--- src/rtl/sram_readback_ctrl.sv ---
// Reader-side SRAM sequencer: on start it issues a burst of reads to one
// kernel/weight SRAM port and returns the words, in order, on a valid/ready
// stream. The write side of the SRAM is never touched (MEM_WEB held high).
// A small return FIFO of RD_LAT+1 entries absorbs the words while the
// consumer stalls.
module sram_readback_ctrl #(
  parameter int ADDR_W = 5,
  parameter int DATA_W = 32,
  parameter int RD_LAT = 1
) (
  input  logic              clk,
  input  logic              rst,
  input  logic              start,
  input  logic [ADDR_W-1:0] base_addr,
  input  logic [ADDR_W:0]   count,
  output logic              busy,
  output logic              done,
  output logic [ADDR_W-1:0] MEM_ADD,
  output logic              MEM_CSB,
  output logic              MEM_OEB,
  output logic              MEM_WEB,
  input  logic [DATA_W-1:0] MEM_DATA_O,
  output logic [DATA_W-1:0] out_data,
  output logic              out_valid,
  input  logic              out_ready
);

  localparam int FIFO_D = RD_LAT + 1;
  localparam int PTR_W  = (FIFO_D > 1) ? $clog2(FIFO_D) : 1;
  localparam int CNT_W  = $clog2(FIFO_D + 1);
  localparam int OCC_W  = CNT_W + 1;
  localparam int LEN_W  = ADDR_W + 1;

  typedef enum logic [1:0] {
    IDLE  = 2'd0,
    READ  = 2'd1,
    DRAIN = 2'd2,
    FIN   = 2'd3
  } state_t;

  state_t              state_r;
  logic                busy_r;
  logic                done_r;
  logic [ADDR_W-1:0]   addr_r;
  logic [LEN_W-1:0]    issue_left_r;
  logic [LEN_W-1:0]    word_left_r;
  logic [RD_LAT-1:0]   pipe_r;
  logic [DATA_W-1:0]   fifo_mem_r [FIFO_D];
  logic [PTR_W-1:0]    wr_ptr_r;
  logic [PTR_W-1:0]    rd_ptr_r;
  logic [CNT_W-1:0]    fifo_cnt_r;

  logic [OCC_W-1:0]    inflight_s;
  logic [OCC_W-1:0]    occ_s;
  logic                pop_s;
  logic                push_s;
  logic                issue_s;

  // Advance a FIFO pointer, wrapping at the (possibly non power of two) depth.
  function automatic logic [PTR_W-1:0] ptr_inc(input logic [PTR_W-1:0] p);
    if (p == PTR_W'(FIFO_D - 1)) begin
      return '0;
    end else begin
      return p + PTR_W'(1);
    end
  endfunction

  assign out_valid = (fifo_cnt_r != '0);
  assign out_data  = fifo_mem_r[rd_ptr_r];
  assign pop_s     = out_valid && out_ready;
  assign push_s    = pipe_r[RD_LAT-1];
  assign busy      = busy_r;
  assign done      = done_r;

  // Count reads that have left the address port but not yet landed in the FIFO.
  always_comb begin
    inflight_s = '0;
    for (int i = 0; i < RD_LAT; i++) begin
      if (pipe_r[i]) begin
        inflight_s = inflight_s + OCC_W'(1);
      end else begin
        inflight_s = inflight_s;
      end
    end
  end

  // Slots committed after this cycle's pop; the word leaving this cycle frees
  // its slot for a new read, which is what sustains one word per cycle with a
  // FIFO only RD_LAT+1 deep.
  always_comb begin
    if (pop_s) begin
      occ_s = OCC_W'(fifo_cnt_r) + inflight_s - OCC_W'(1);
    end else begin
      occ_s = OCC_W'(fifo_cnt_r) + inflight_s;
    end
  end

  assign issue_s = (state_r == READ) && (issue_left_r != '0) &&
                   (occ_s < OCC_W'(FIFO_D));

  // The issue decision depends on this cycle's pop, so the SRAM strobes are
  // decoded from it; the address itself is the held address register.
  assign MEM_CSB = ~issue_s;
  assign MEM_OEB = ~issue_s;
  assign MEM_WEB = 1'b1;
  assign MEM_ADD = addr_r;

  // In-flight read tracker: one valid bit per SRAM latency stage.
  always_ff @(posedge clk) begin
    if (rst) begin
      pipe_r <= '0;
    end else begin
      for (int i = RD_LAT - 1; i > 0; i--) begin
        pipe_r[i] <= pipe_r[i-1];
      end
      pipe_r[0] <= issue_s;
    end
  end

  // Return FIFO: captures SRAM data as reads complete, supports push+pop together.
  always_ff @(posedge clk) begin
    if (rst) begin
      wr_ptr_r   <= '0;
      rd_ptr_r   <= '0;
      fifo_cnt_r <= '0;
      for (int i = 0; i < FIFO_D; i++) begin
        fifo_mem_r[i] <= '0;
      end
    end else begin
      if (push_s) begin
        fifo_mem_r[wr_ptr_r] <= MEM_DATA_O;
        wr_ptr_r             <= ptr_inc(wr_ptr_r);
      end else begin
        wr_ptr_r <= wr_ptr_r;
      end
      if (pop_s) begin
        rd_ptr_r <= ptr_inc(rd_ptr_r);
      end else begin
        rd_ptr_r <= rd_ptr_r;
      end
      case ({push_s, pop_s})
        2'b10:   fifo_cnt_r <= fifo_cnt_r + CNT_W'(1);
        2'b01:   fifo_cnt_r <= fifo_cnt_r - CNT_W'(1);
        default: fifo_cnt_r <= fifo_cnt_r;
      endcase
    end
  end

  // Burst sequencer: command accept, address walk, drain and completion pulse.
  always_ff @(posedge clk) begin
    if (rst) begin
      state_r      <= IDLE;
      busy_r       <= 1'b0;
      done_r       <= 1'b0;
      addr_r       <= '0;
      issue_left_r <= '0;
      word_left_r  <= '0;
    end else begin
      case (state_r)
        IDLE: begin
          if (start) begin
            addr_r       <= base_addr;
            issue_left_r <= count;
            word_left_r  <= count;
            if (count == '0) begin
              state_r <= FIN;
              busy_r  <= 1'b0;
              done_r  <= 1'b1;
            end else begin
              state_r <= READ;
              busy_r  <= 1'b1;
              done_r  <= 1'b0;
            end
          end else begin
            state_r <= IDLE;
            busy_r  <= 1'b0;
            done_r  <= 1'b0;
          end
        end
        READ: begin
          if (pop_s) begin
            word_left_r <= word_left_r - LEN_W'(1);
          end else begin
            word_left_r <= word_left_r;
          end
          if (issue_s) begin
            addr_r       <= addr_r + ADDR_W'(1);
            issue_left_r <= issue_left_r - LEN_W'(1);
            if (issue_left_r == LEN_W'(1)) begin
              state_r <= DRAIN;
            end else begin
              state_r <= READ;
            end
          end else begin
            state_r <= READ;
          end
        end
        DRAIN: begin
          if (pop_s) begin
            word_left_r <= word_left_r - LEN_W'(1);
            if (word_left_r == LEN_W'(1)) begin
              state_r <= FIN;
              busy_r  <= 1'b0;
              done_r  <= 1'b1;
            end else begin
              state_r <= DRAIN;
            end
          end else begin
            state_r <= DRAIN;
          end
        end
        FIN: begin
          state_r <= IDLE;
          busy_r  <= 1'b0;
          done_r  <= 1'b0;
        end
        default: begin
          state_r <= IDLE;
          busy_r  <= 1'b0;
          done_r  <= 1'b0;
        end
      endcase
    end
  end

endmodule

--- config.mk ---
export PLATFORM = sky130hd
export DESIGN_NAME = sram_readback_ctrl
export DESIGN_NICKNAME = d
export VERILOG_FILES = /design/src/rtl/sram_readback_ctrl.sv
export SDC_FILE = /design/constraint.sdc
export NUM_CORES = 1
export LEC_CHECK = 0
export CORE_MARGIN = 1
export CORE_UTILIZATION = 55
export DETAILED_ROUTE_END_ITERATION = 6
export DONT_BUFFER_PORTS = 1
export GPL_ROUTABILITY_DRIVEN = 0
export GPL_TIMING_DRIVEN = 0
export HOLD_SLACK_MARGIN = 0.06
export MAX_ROUTING_LAYER = met4
export PLACE_DENSITY = 0.67
export SETUP_SLACK_MARGIN = 0.15
export SYNTH_ARGS = -nofsm -noshare
export SYNTH_HDL_FRONTEND = slang
export SYNTH_SLANG_ARGS = --single-unit
--- constraint.sdc ---
create_clock -name clk -period 5.9 [get_ports clk]
set_input_delay 1.77 -clock clk [delete_from_list [all_inputs] [get_ports clk]]
set_output_delay 1.77 -clock clk [all_outputs]
set_load 0.05 [all_outputs]
Word level (Yosys, flattened, before mapping)
Memory sizes are Yosys's and may differ from the RTL's. A register that Yosys moved wholly into a read port is not among the register bits.
Index checks and enable logic that the tools add are counted.
Cells by class
  add/subtract/negate cells: 9
  multiply operators: 0
  div/mod/pow operators: 0
  $lt $le $gt $ge: 1
  eq/ne operators: 12
  shifts and indexed selects: 0
  muxes and demuxes: 40
  bitwise operators: 1
  reduce and logical (&&, ||, !) cells: 16
Operators by type and width (number)
  $mux W32: 1
  $reduce_or A32 Y1: 1
  $pmux W6 S2: 2
  $mux W1: 21
  $mux W6: 3
  $eq A6 B1 Y1 const B: 2
  $sub A6 B1 Y6 const B: 2
  $mux W2: 5
  $mux W5: 2
  $pmux W5 S2: 1
  $reduce_and A3 Y1: 3
  $ne A2 B2 Y1 const B: 4
  $pmux W2 S4: 1
  $reduce_bool A2 Y1: 4
  $eq A2 B2 Y1 const B: 3
  $logic_not A6 Y1: 1
  $pmux W1 S3: 2
  $reduce_bool A6 Y1: 1
  $add A5 B1 Y5 const B: 1
  $eq A2 B1 Y1 const B: 2
  $pmux W2 S2: 1
  $add A2 B3 Y3: 1
  $logic_and A1 B1 Y1: 3
  $lt A3 B2 Y1 const B: 1
  other kinds (10): 11
Storage, ports and cells
  register bits: 26
  latch bits: 0
  RAM bits: 64
  bits in read-only memories: 0
  bits of input ports: 47
  output and inout bits: 43
  memories: 1
Memory list
  fifo_mem_r: depth 2, bits a word 32, rd ports 1, clocked after memory_dff 1, write ports 2, line 48  | logic [DATA_W-1:0] fifo_mem_r [FIFO_D];

Logic depth before layout (Yosys ltp)
  depth after elaboration: 8
  gate-level depth with buffers: 10
  gate-level depth less buffers: 9

Worst setup path after synthesis
OpenSTA, ideal clock, no wires.
  path kind: in2out
  from: in out_ready
  to: out MEM_OEB
  arrival time: 2836 ps
  required time: 4130 ps
  slack: 1294 ps
  stages: 4
  path buffers: 1
  cell sequence: o21a_4 and3_4 o211ai_4 buf_4
Between the ends
  longest elaborated chain between the ends: 5
RTL lines
  from (decl): line 25  | input logic out_ready
  $logic_and A1 B1 Y1: line 70  | assign pop_s = out_valid && out_ready;
  $mux W3: line 91  | if (pop_s) begin
  $lt A3 B2 Y1: line 99  | (occ_s < OCC_W'(FIFO_D));
  $logic_and A1 B1 Y1: line 98  | assign issue_s = (state_r == READ) && (issue_left_r != '0) &&
  $not A1 Y1
  to (decl): line 20  | output logic MEM_OEB,
Every way passes these cells.

Final worst setup path
Same ends and word-level chain as after synthesis.

==> flow_summary.toml <==
[worst_setup_path]
rrSetupSlack_ps = 3210
critical_path_class = "in -> out"
path_delay_family = "compound AO/OA/AOI/OAI gates"
critical_path.max_stage_delay_ps = 520
r2r_end = "MEM_ADD[3]"
startpoint_type = "primary input"
endpoint_kind = "output port"
crit_chain = "o21a_4, and3_4, o211ai_4, buf_4"
path_buf_inv = 1
reg2reg_depth = 9
timing.rr.start = "fifo_cnt_r[0]"
worstPathMaxFanout = 9
arrival_ps = 2920
worstPathRequired_ps = 4130
critPathSlowestCell = "o211ai_4"

[timing]
timing.final.setup_violations = 0
maxSlewHeadroom = 0.475
final.setup.tns_ps = 0
worstMarginPinSlew_ps = 787
clock.fmax_mhz = 213
fin_crit_ps = 4690
fin_crit_sh = 0.795
grt_setup_unrepaired = "false"
fin_skew_ps = 9.87
layout_setup_ws_ps = 1210
final-max-slew-violation-count = 0
final_hold_viol_count = 0

[route]
avgRoutedWirePerCell_um = 17.3
first_pass_iters = 5
wl_um = 8620
via_per_inst = 5.62
drc = 0
drt-initial-drc-count = 104
vias = 2805
ant_nets = 0

[yosys]
netlist_area_um2 = 4510
synthArstFlopShare = 0
synthFlopType = "edfxtp_1"
synth-simple-area-share = 0.178
synth_top_family_by_area = "simple AND/OR/NAND/NOR gates"
syn_area_per_cell_um2 = 11.9
muxShareOfSynthArea = 0.102
synth_compound_area_frac = 0.0840
synthAdderAreaFrac = 0.0361
synth-warning-count = 0
syn_inst = 380
ys_seq_elements = 91
synth_area_leader_cell = "edfxtp_1"
syn_nets = 440
synth_area_leaders = "edfxtp_1 43%, dfxtp_1 12%, and2_1 8.9%, mux2_2 8.2%, ha_1 3.6%"
synth_xor_area_frac = 0.0175
synth_top_area_frac = 0.426
synth.distinct_cells = 53
synth-edff-count = 64
ys_seq_area_frac = 0.546

[floorplan]
row_count = 32
core_area_um2 = 7850
fp.dieArea_um2 = 8570
die_h_um = 92.6
die_w_um = 92.6
start_util = 0.575
design.portCount = 90

[job]
max_cap_viol_count = 0

[clock_network]
numCtsBuffers = 9
clock_sink_count = 91
cts_tree = "done"
clock_latency_ps = 350
htreeDepth = 3
cts.path.max_buffers = 2
post-cts-setup-buffers = 0
cts_hold_buf = 0
clk_pin_slew_ps = 90
cts.repair.resized = 0
clockRootBuffer = "clkbuf_8"

[pwr]
combPwrFrac = 0.379
swShare = 0.418
netSwitchingPower_uw = 844
clkPwrFrac = 0.189
seqPwrFrac = 0.432
p_leak_uw = 0.00183
p_int_uw = 1180
ir_worst_vdd_mv = 0.206
p_per_area_nw_per_um2 = 416

[global_routing]
grt.overflow.total = 0
grt_usage = 0.218
grt_pass1_wl_um = 13900
grt_max_degree = 33
grt_pass1_vias = 2857
grt_antenna_before_repair = 0

[cells_and_area]
antenna_cells = 0
mostFrequentLayoutCells = "64 x and2_1, 64 x edfxtp_1, 33 x mux2_2"
nets = 452
drive_above_1_share = 0.164
areaGrowthSynthToFinish_pct = 7.54
fin_area_um2 = 4850

[hold_path]
min_from = "issue_left_r[5]"
hp-class = "reg -> reg"
hold_depth = 2
worstHoldEndpoint = "issue_left_r[5]"

[placement]
dpl.hpwl_um = 6120
pre_cts_ws_ps = 1210
portBuffers = 0
placed_area_um2 = 4680

[run_status]
outcome = "finished, final reports clean"
==> power groups by stage <==
| stage | logic [uW] | clock network [uW] | registers (uW) |
|---|---|---|---|
| after floorplan | 668 | 0 | 872 |
| after global placement | 749 | 0 | 885 |
| after detailed placement | 766 | 0 | 887 |
| after CTS | 770 | 389 | 873 |
| after global routing | 827 | 409 | 884 |
| final | 766 | 381 | 873 |
==> worst register-to-register path: stages, from the launching register on <==
cell and delay (ps):
dfxtp_1 390, ha_1 220, ha_1 330, inv_1 60, ha_1 290, and3_4 170
o211ai_4 520, o21a_1 260, buf_6 180, mux2i_1 200
==> worst max-delay path by stage <==
stage / start / end / slack (ps) / depth (start not counted)
6_report: out_ready / MEM_OEB / 1210 / 4
5_1_grt: out_ready / MEM_OEB / 1150 / 4
4_1_cts: out_ready / MEM_OEB / 1210 / 4
3_5_place_dp: out_ready / MEM_OEB / 1210 / 4
3_3_place_gp: rst / fifo_mem_r[0][11] / 940 / 3
2_1_floorplan: out_ready / MEM_OEB / 1290 / 4
==> final cells by class <==
| class | instances | area [um2] |
|---|---|---|
| inverters | 16 | 60.1 |
| multi-input cells | 251 | 1900 |
| well taps | 102 | 128 |
| clock buffers | 9 | 124 |
| plain buffers | 22 | 100 |
| flip-flops and latches | 91 | 2460 |
| repair buffers | 1 | 27.5 |
| clock inverters | 7 | 50.0 |
| fillers | 670 | 3000 |
==> per-stage QoR <==
stage,std cells,hold WS (ps),power [uW],util
5_1_grt,499,541,2120,0.618
4_1_cts,499,498,2030,0.618
3_5_place_dp,483,483,1650,0.596
2_1_floorplan,380,463,1540,-
3_3_place_gp,482,479,1630,0.591
6_report,499,496,2020,0.618
==> flip-flops by register name, indices dropped and copies added (netlist names), named ones only <==
name          flops
fifo_mem_r       64
issue_left_r      6
word_left_r       6
MEM_ADD           5
fifo_cnt_r        2
state_r           2
busy              1
done              1
pipe_r            1
rd_ptr_r          1
wr_ptr_r          1
==> layer usage <==
metal	track usage	wire length, um	part of all wire
met5	-	0	0
met4	0.0742	78	0.0090
met3	0.0640	511	0.059
met2	0.366	4350	0.50
met1	0.250	3680	0.43
==> kinds of logic after synthesis <==
kind of cell             count (synthesis)
flip-flops                              91
multiplexers                            42
other                                    1
buffers and inverters                   38
XOR/XNOR                                 9
adder cells (fa/ha/maj)                 13
AO/OA/AOI/OAI                           48
AND/OR/NAND/NOR                        138
==> cells in the mapped netlist, types with 5 or more instances <==
master    number
and2_1        64
edfxtp_1      64
mux2_2        33
dfxtp_1       27
nor2_1        17
nand2_1       16
inv_1         15
clkbuf_1      13
ha_1          13
o21ai_0       10
mux2i_1        9
o211ai_1       8
a21oi_1        7
nor2b_1        7
nor3_1         7
xnor2_1        5
Power figures use the tool's default switching activity.
